### config.mk
export PLATFORM = sky130hd
export DESIGN_NAME = mux4_rr_arbiter
export DESIGN_NICKNAME = d
export VERILOG_FILES = /design/src/rtl/mux4_rr_arbiter.sv
export SDC_FILE = /design/constraint.sdc
export NUM_CORES = 1
export LEC_CHECK = 0
export CORE_ASPECT_RATIO = 0.6
export CORE_UTILIZATION = 45
export DETAILED_ROUTE_END_ITERATION = 8
export DONT_BUFFER_PORTS = 1
export PLACE_DENSITY = 0.62
export SYNTH_ARGS = -nofsm -noshare
export SYNTH_HDL_FRONTEND = slang
export SYNTH_SLANG_ARGS = --single-unit
### constraint.sdc
create_clock -name clk -period 2.8 [get_ports clk]
set_input_delay 0.7 -clock clk [delete_from_list [all_inputs] [get_ports clk]]
set_output_delay 0.7 -clock clk [all_outputs]
set_load 0.005 [all_outputs]
### src/rtl/mux4_rr_arbiter.sv
// mux4_rr_arbiter
//   Round-robin arbiter with a 4:1 data mux. Four producers share one downstream
//   valid/ready channel. A grant is held for a multi-beat burst that ends with
//   req_last. A burst watchdog forces the grant to be released if a burst runs too long.
//
// Handshake: a beat transfers on any rising clk edge where out_valid and out_ready are
//   both high. req_ready[g] mirrors out_ready for the granted requester g. req_ready is
//   0 for every other requester and whenever no grant is held.
//
// Ports
//   clk        in   1          rising-edge clock
//   rst_n      in   1          asynchronous active-low reset
//   req_valid  in   4          requester i has a beat
//   req_last   in   4          beat of requester i ends its burst
//   req_data   in   4*WIDTH    requester i data at [i*WIDTH +: WIDTH]
//   req_ready  out  4          beat of requester i accepted this cycle
//   out_valid  out  1          downstream beat valid
//   out_last   out  1          downstream last flag
//   out_data   out  WIDTH      downstream data (0 while no grant is held)
//   out_ready  in   1          downstream accepts
//   grant_vld  out  1          a grant is held (registered; equals state==BUSY)
//   grant_idx  out  2          granted requester (registered)
//   wdog_err   out  1          one-cycle pulse following a forced release
module mux4_rr_arbiter #(
    parameter int WIDTH     = 1,
    parameter int MAX_BEATS = 16
) (
    input  logic               clk,
    input  logic               rst_n,
    input  logic [3:0]         req_valid,
    input  logic [3:0]         req_last,
    input  logic [4*WIDTH-1:0] req_data,
    output logic [3:0]         req_ready,
    output logic               out_valid,
    output logic               out_last,
    output logic [WIDTH-1:0]   out_data,
    input  logic               out_ready,
    output logic               grant_vld,
    output logic [1:0]         grant_idx,
    output logic               wdog_err
);

    // The counter only has to reach MAX_BEATS-1 before it is cleared by a release.
    localparam int CW = (MAX_BEATS > 1) ? $clog2(MAX_BEATS) : 1;

    typedef enum logic {IDLE, BUSY} state_t;

    state_t          state;
    logic [1:0]      rr_ptr;
    logic [CW-1:0]   beat_cnt;

    logic            beat;
    logic            wdog_hit;
    logic            release_now;
    logic [2:0]      idle_pick;
    logic [2:0]      rel_pick;

    // Returns {found, index} for the first set bit of vld, searched from start upward
    // (mod 4). The loop runs downward so that the lowest offset is written last and wins.
    function automatic logic [2:0] pick(input logic [3:0] vld, input logic [1:0] start);
        logic [2:0] r;
        logic [1:0] idx;
        r = 3'b000;
        for (int k = 3; k >= 0; k--) begin
            idx = start + 2'(k);
            if (vld[idx]) r = {1'b1, idx};
        end
        return r;
    endfunction

    always_comb begin
        out_valid   = grant_vld & req_valid[grant_idx];
        out_last    = grant_vld & req_last[grant_idx];
        out_data    = grant_vld ? req_data[int'(grant_idx)*WIDTH +: WIDTH] : '0;
        req_ready   = grant_vld ? ({3'b000, out_ready} << grant_idx) : 4'b0000;
        beat        = out_valid & out_ready;
        wdog_hit    = (MAX_BEATS > 0) && beat && !req_last[grant_idx] &&
                      (beat_cnt == CW'(MAX_BEATS - 1));
        release_now = beat & (req_last[grant_idx] | wdog_hit);
        idle_pick   = pick(req_valid, rr_ptr);
        // On release, the releasing requester's valid still belongs to the beat being
        // consumed. It is therefore masked here. If it is still valid next cycle, it is
        // picked up from IDLE and so ends up with lowest priority.
        rel_pick    = pick(req_valid & ~(4'b0001 << grant_idx), grant_idx + 2'd1);
    end

    always_ff @(posedge clk or negedge rst_n) begin
        if (!rst_n) begin
            state     <= IDLE;
            rr_ptr    <= 2'd0;
            beat_cnt  <= '0;
            grant_vld <= 1'b0;
            grant_idx <= 2'd0;
            wdog_err  <= 1'b0;
        end else begin
            case (state)
                IDLE: begin
                    wdog_err <= 1'b0;
                    if (idle_pick[2]) begin
                        state     <= BUSY;
                        grant_vld <= 1'b1;
                        grant_idx <= idle_pick[1:0];
                        beat_cnt  <= '0;
                    end
                end
                BUSY: begin
                    wdog_err <= wdog_hit;
                    if (release_now) begin
                        rr_ptr   <= grant_idx + 2'd1;
                        beat_cnt <= '0;
                        if (rel_pick[2]) begin
                            grant_idx <= rel_pick[1:0];
                        end else begin
                            state     <= IDLE;
                            grant_vld <= 1'b0;
                            grant_idx <= 2'd0;
                        end
                    end else if (beat && (beat_cnt != {CW{1'b1}})) begin
                        beat_cnt <= beat_cnt + 1'b1;
                    end
                end
                default: begin
                    state     <= IDLE;
                    grant_vld <= 1'b0;
                    grant_idx <= 2'd0;
                    wdog_err  <= 1'b0;
                end
            endcase
        end
    end

endmodule

==> metrics.md <==
| Metric | Value |
|---|---|
| CP Capture Type | primary output |
| Synthesized netlist net count | 128 |
| Resize count post-CTS | 0 |
| Main synth FF type | dfrtp_1 |
| Period minus WS final | 2.53 ns |
| Initial antenna violation count | 0 |
| Yosys warning count | 0 |
| Hold-fix buffers at CTS | 0 |
| Max Slew Vio Count | 0 |
| Boundary pin count | 26 |
| Pin slew with the least headroom to its limit | 0.483 ns |
| Cell row count | 12 |
| TritonCTS clock tree | yes |
| Minimum setup slack among reg-to-reg paths | 0.28 ns |
| Peak VDD IR | 0.367 mV |
| Largest incremental delay on the critical path | 0.56 ns |
| Avg WL per Cell | 17.3 um |
| Path type of the worst min-delay path | in2async |
| Total clock buffers created by CTS | 3 |
| Post-synthesis sequential area ratio | 28.2% |
| Final Total Pwr | 992 uW |
| Worst setup skew after layout | 0.0118 ns |
| Synthesis-stage register bit count | 11 |
| Initial cell density of the core | 50.5% |
| EDFF count, synth | 0 |
| Final setup violating endpoints | 0 |
| Overflow after GRT | 0 |
| RSZ-0062 raised after global routing | false |
| Sequence of cells on the critical path | buf_4 -> mux4_2 -> and2_1 |
| Post-DP HPWL | 1.82 mm |
| Fmax achieved | 0.395 GHz |
| Final hold violation count | 0 |
| Max stage delay cell, worst path | dfrtp_1 |
| Depth of the CTS H-tree | 1 |
| Static Leak | 0.000426 uW |
| Kind of launch point of the worst setup path | flop |
| Fraction of synthesis flops using an asynchronous set or reset pin | 100% |
| Synth Instances | 108 |
| Via density per instance | 5.99 |
| Maximum fanout along the worst path | 10 |
| Launch point of the worst path | grant_idx[0]$_DFFE_PN0P_ |
| Area growth from synthesis to layout | 4.10% |
| Cell Area, Synth | 977 um^2 |
| Total GRT Usage | 21.5% |
| Post-CTS setup buffer count | 0 |
| Ant diodes | 0 |
| Synth top area share | 28.2% |
| Outcome | finished, final reports clean |
| Beginning of the worst register-to-register path | grant_idx[0]$_DFFE_PN0P_ |
| DRC Markers | 0 |
| # Max-Cap Violations | 0 |
| Core outline area | 1940 um^2 |
| Number of global-route vias before repair | 729 |
| Number of nets at the end of the flow | 129 |
| Cell with the most instances after synthesis | dfrtp_1 |
| Cell types with the highest counts after synthesis | dfrtp_1, inv_1, nand3_1, nor2_1 |
| Post-route fraction of the period consumed by the critical path | 90.3% |
| Clk buf depth | 2 |
| Critical path data required time | 2.10 ns |
| Crit path arrival time | 1.83 ns |
| Utilization of the core after routing | 52.5% |
| Wire length of the first global-routing pass | 3.77 mm |
| Library cell with the largest summed area after synthesis | dfrtp_1 |
| Routability-driven placement congestion ratio | 0.847 |
| Pin count of the biggest net entering global routing | 12 |
| Distinct cells, synth | 44 |
| Clock transition at the registers of the reported paths | 0.08 ns |
| Accumulated negative setup slack | 0 ns |
| Reg-to-reg endpoint | grant_idx[0]$_DFFE_PN0P_ |
| Number of clock sinks | 11 |
| Average footprint of a synthesized cell | 9.05 um^2 |
| CTS Root Buffer Type | clkbuf_4 |
| Total non-filler cell area in the finished layout | 1020 um^2 |
| Routed vias | 814 |
| Final routed wirelength across all metal layers | 2.35 mm |
| Clock latency on the worst-skew pair | 0.28 ns |
| Initial drt markers | 46 |
| Placed instance area | 990 um^2 |
| Total power per unit cell area | 975 nW/um^2 |
| Depth of the most critical reg-to-reg path | 6 |
| Count of antenna-violating nets left after detailed routing | 0 |
| Crit path kind | reg2out |
| Die X | 62.2 um |
| Quantity of I/O buffers inserted on ports | 0 |
| Die Height | 38.1 um |
| Slew margin rel. | 67.4% |
| Synth area leaders | dfrtp_1, mux4_2, ha_1, mux2i_1, nand3_1 |
| Share of cells above drive strength 1 | 14.8% |
| Pre-Repair DR Iteration Count | 4 |
| Die Area | 2370 um^2 |
## state kept, by name, indices dropped and copies added (netlist names)
register and cells:
state 1, wdog_err 1, rr_ptr 2, beat_cnt 4, grant_vld 1, grant_idx 2
## layout make-up
| cell class | count | area, um^2 |
|---|---|---|
| clock buffers | 3 | 22.5 |
| repair buffers | 2 | 15.0 |
| inverters | 7 | 26.3 |
| clock inverters | 1 | 5.00 |
| fillers | 183 | 920 |
| well taps | 28 | 35.0 |
| flip-flops and latches | 11 | 275 |
| multi-input cells | 84 | 638 |
## cell families after synthesis
group / Yosys count / share of synthesized area, %
flip-flops: 11 / 28.2
buffers and inverters: 13 / 6.53
AO/OA/AOI/OAI: 32 / 23.4
adder cells (fa/ha/maj): 5 / 6.40
multiplexers: 10 / 14.5
AND/OR/NAND/NOR: 37 / 21.0
## metrics by stage
stage	std cells	hold slack [ns]	worst slack [ns]
after floorplan	108	0.404	0.381
after global routing	136	0.0869	0.151
final	136	0.104	0.270
after CTS	136	0.106	0.276
after detailed placement	132	0.405	0.307
after global placement	132	0.405	0.447
## layout by cell type (no fill, tap or decap), types with 2 or more instances in the layout
master     n
dfrtp_1   11
o22ai_1    3
mux2i_1    4
o21ai_0    5
o31ai_1    2
nor3b_1    2
nor3_1     2
mux2_2     2
nand2_1    5
and2b_1    2
clkbuf_4   3
o21bai_1   2
a21oi_1    5
o211ai_1   4
nor2_1     6
buf_4      2
inv_1      7
ha_1       5
nor2b_1    3
and2_1     3
nand3_1    6
mux4_2     3
## power breakdown
part	total (uW)	leakage (uW)	internal (uW)	switching (uW)
Sequential	300	0.000134	215	84.8
Combinational	579	0.000274	270	309
Clock	113	0.0000177	53.0	59.9
Total	992	0.000426	538	453
## worst max path at each step
stage	cells after the start	slack (ns)	end
2_1_floorplan	8	0.38	grant_idx[0]$_DFFE_PN0P_
3_3_place_gp	6	0.45	grant_idx[0]$_DFFE_PN0P_
3_5_place_dp	6	0.31	grant_idx[0]$_DFFE_PN0P_
4_1_cts	3	0.28	out_last
5_1_grt	6	0.15	grant_idx[0]$_DFFE_PN0P_
6_report	3	0.27	out_last
## worst max-delay path: cells and delay by family, from the launching register on
family	cells	cell delay (ns)
DFF	1	0.56
muxes	1	0.55
buffers and inverters	1	0.24
and+or+nand+nor	1	0.19
## metal layers
layer	vias up	track usage [%]	wire length [um]
met5	-	0	0
met2	24	31.6	985
met4	0	6.98	8
met3	3	6.25	133
li1	404	-	-
met1	383	30.4	1220
(Power assumes the default switching activity.)
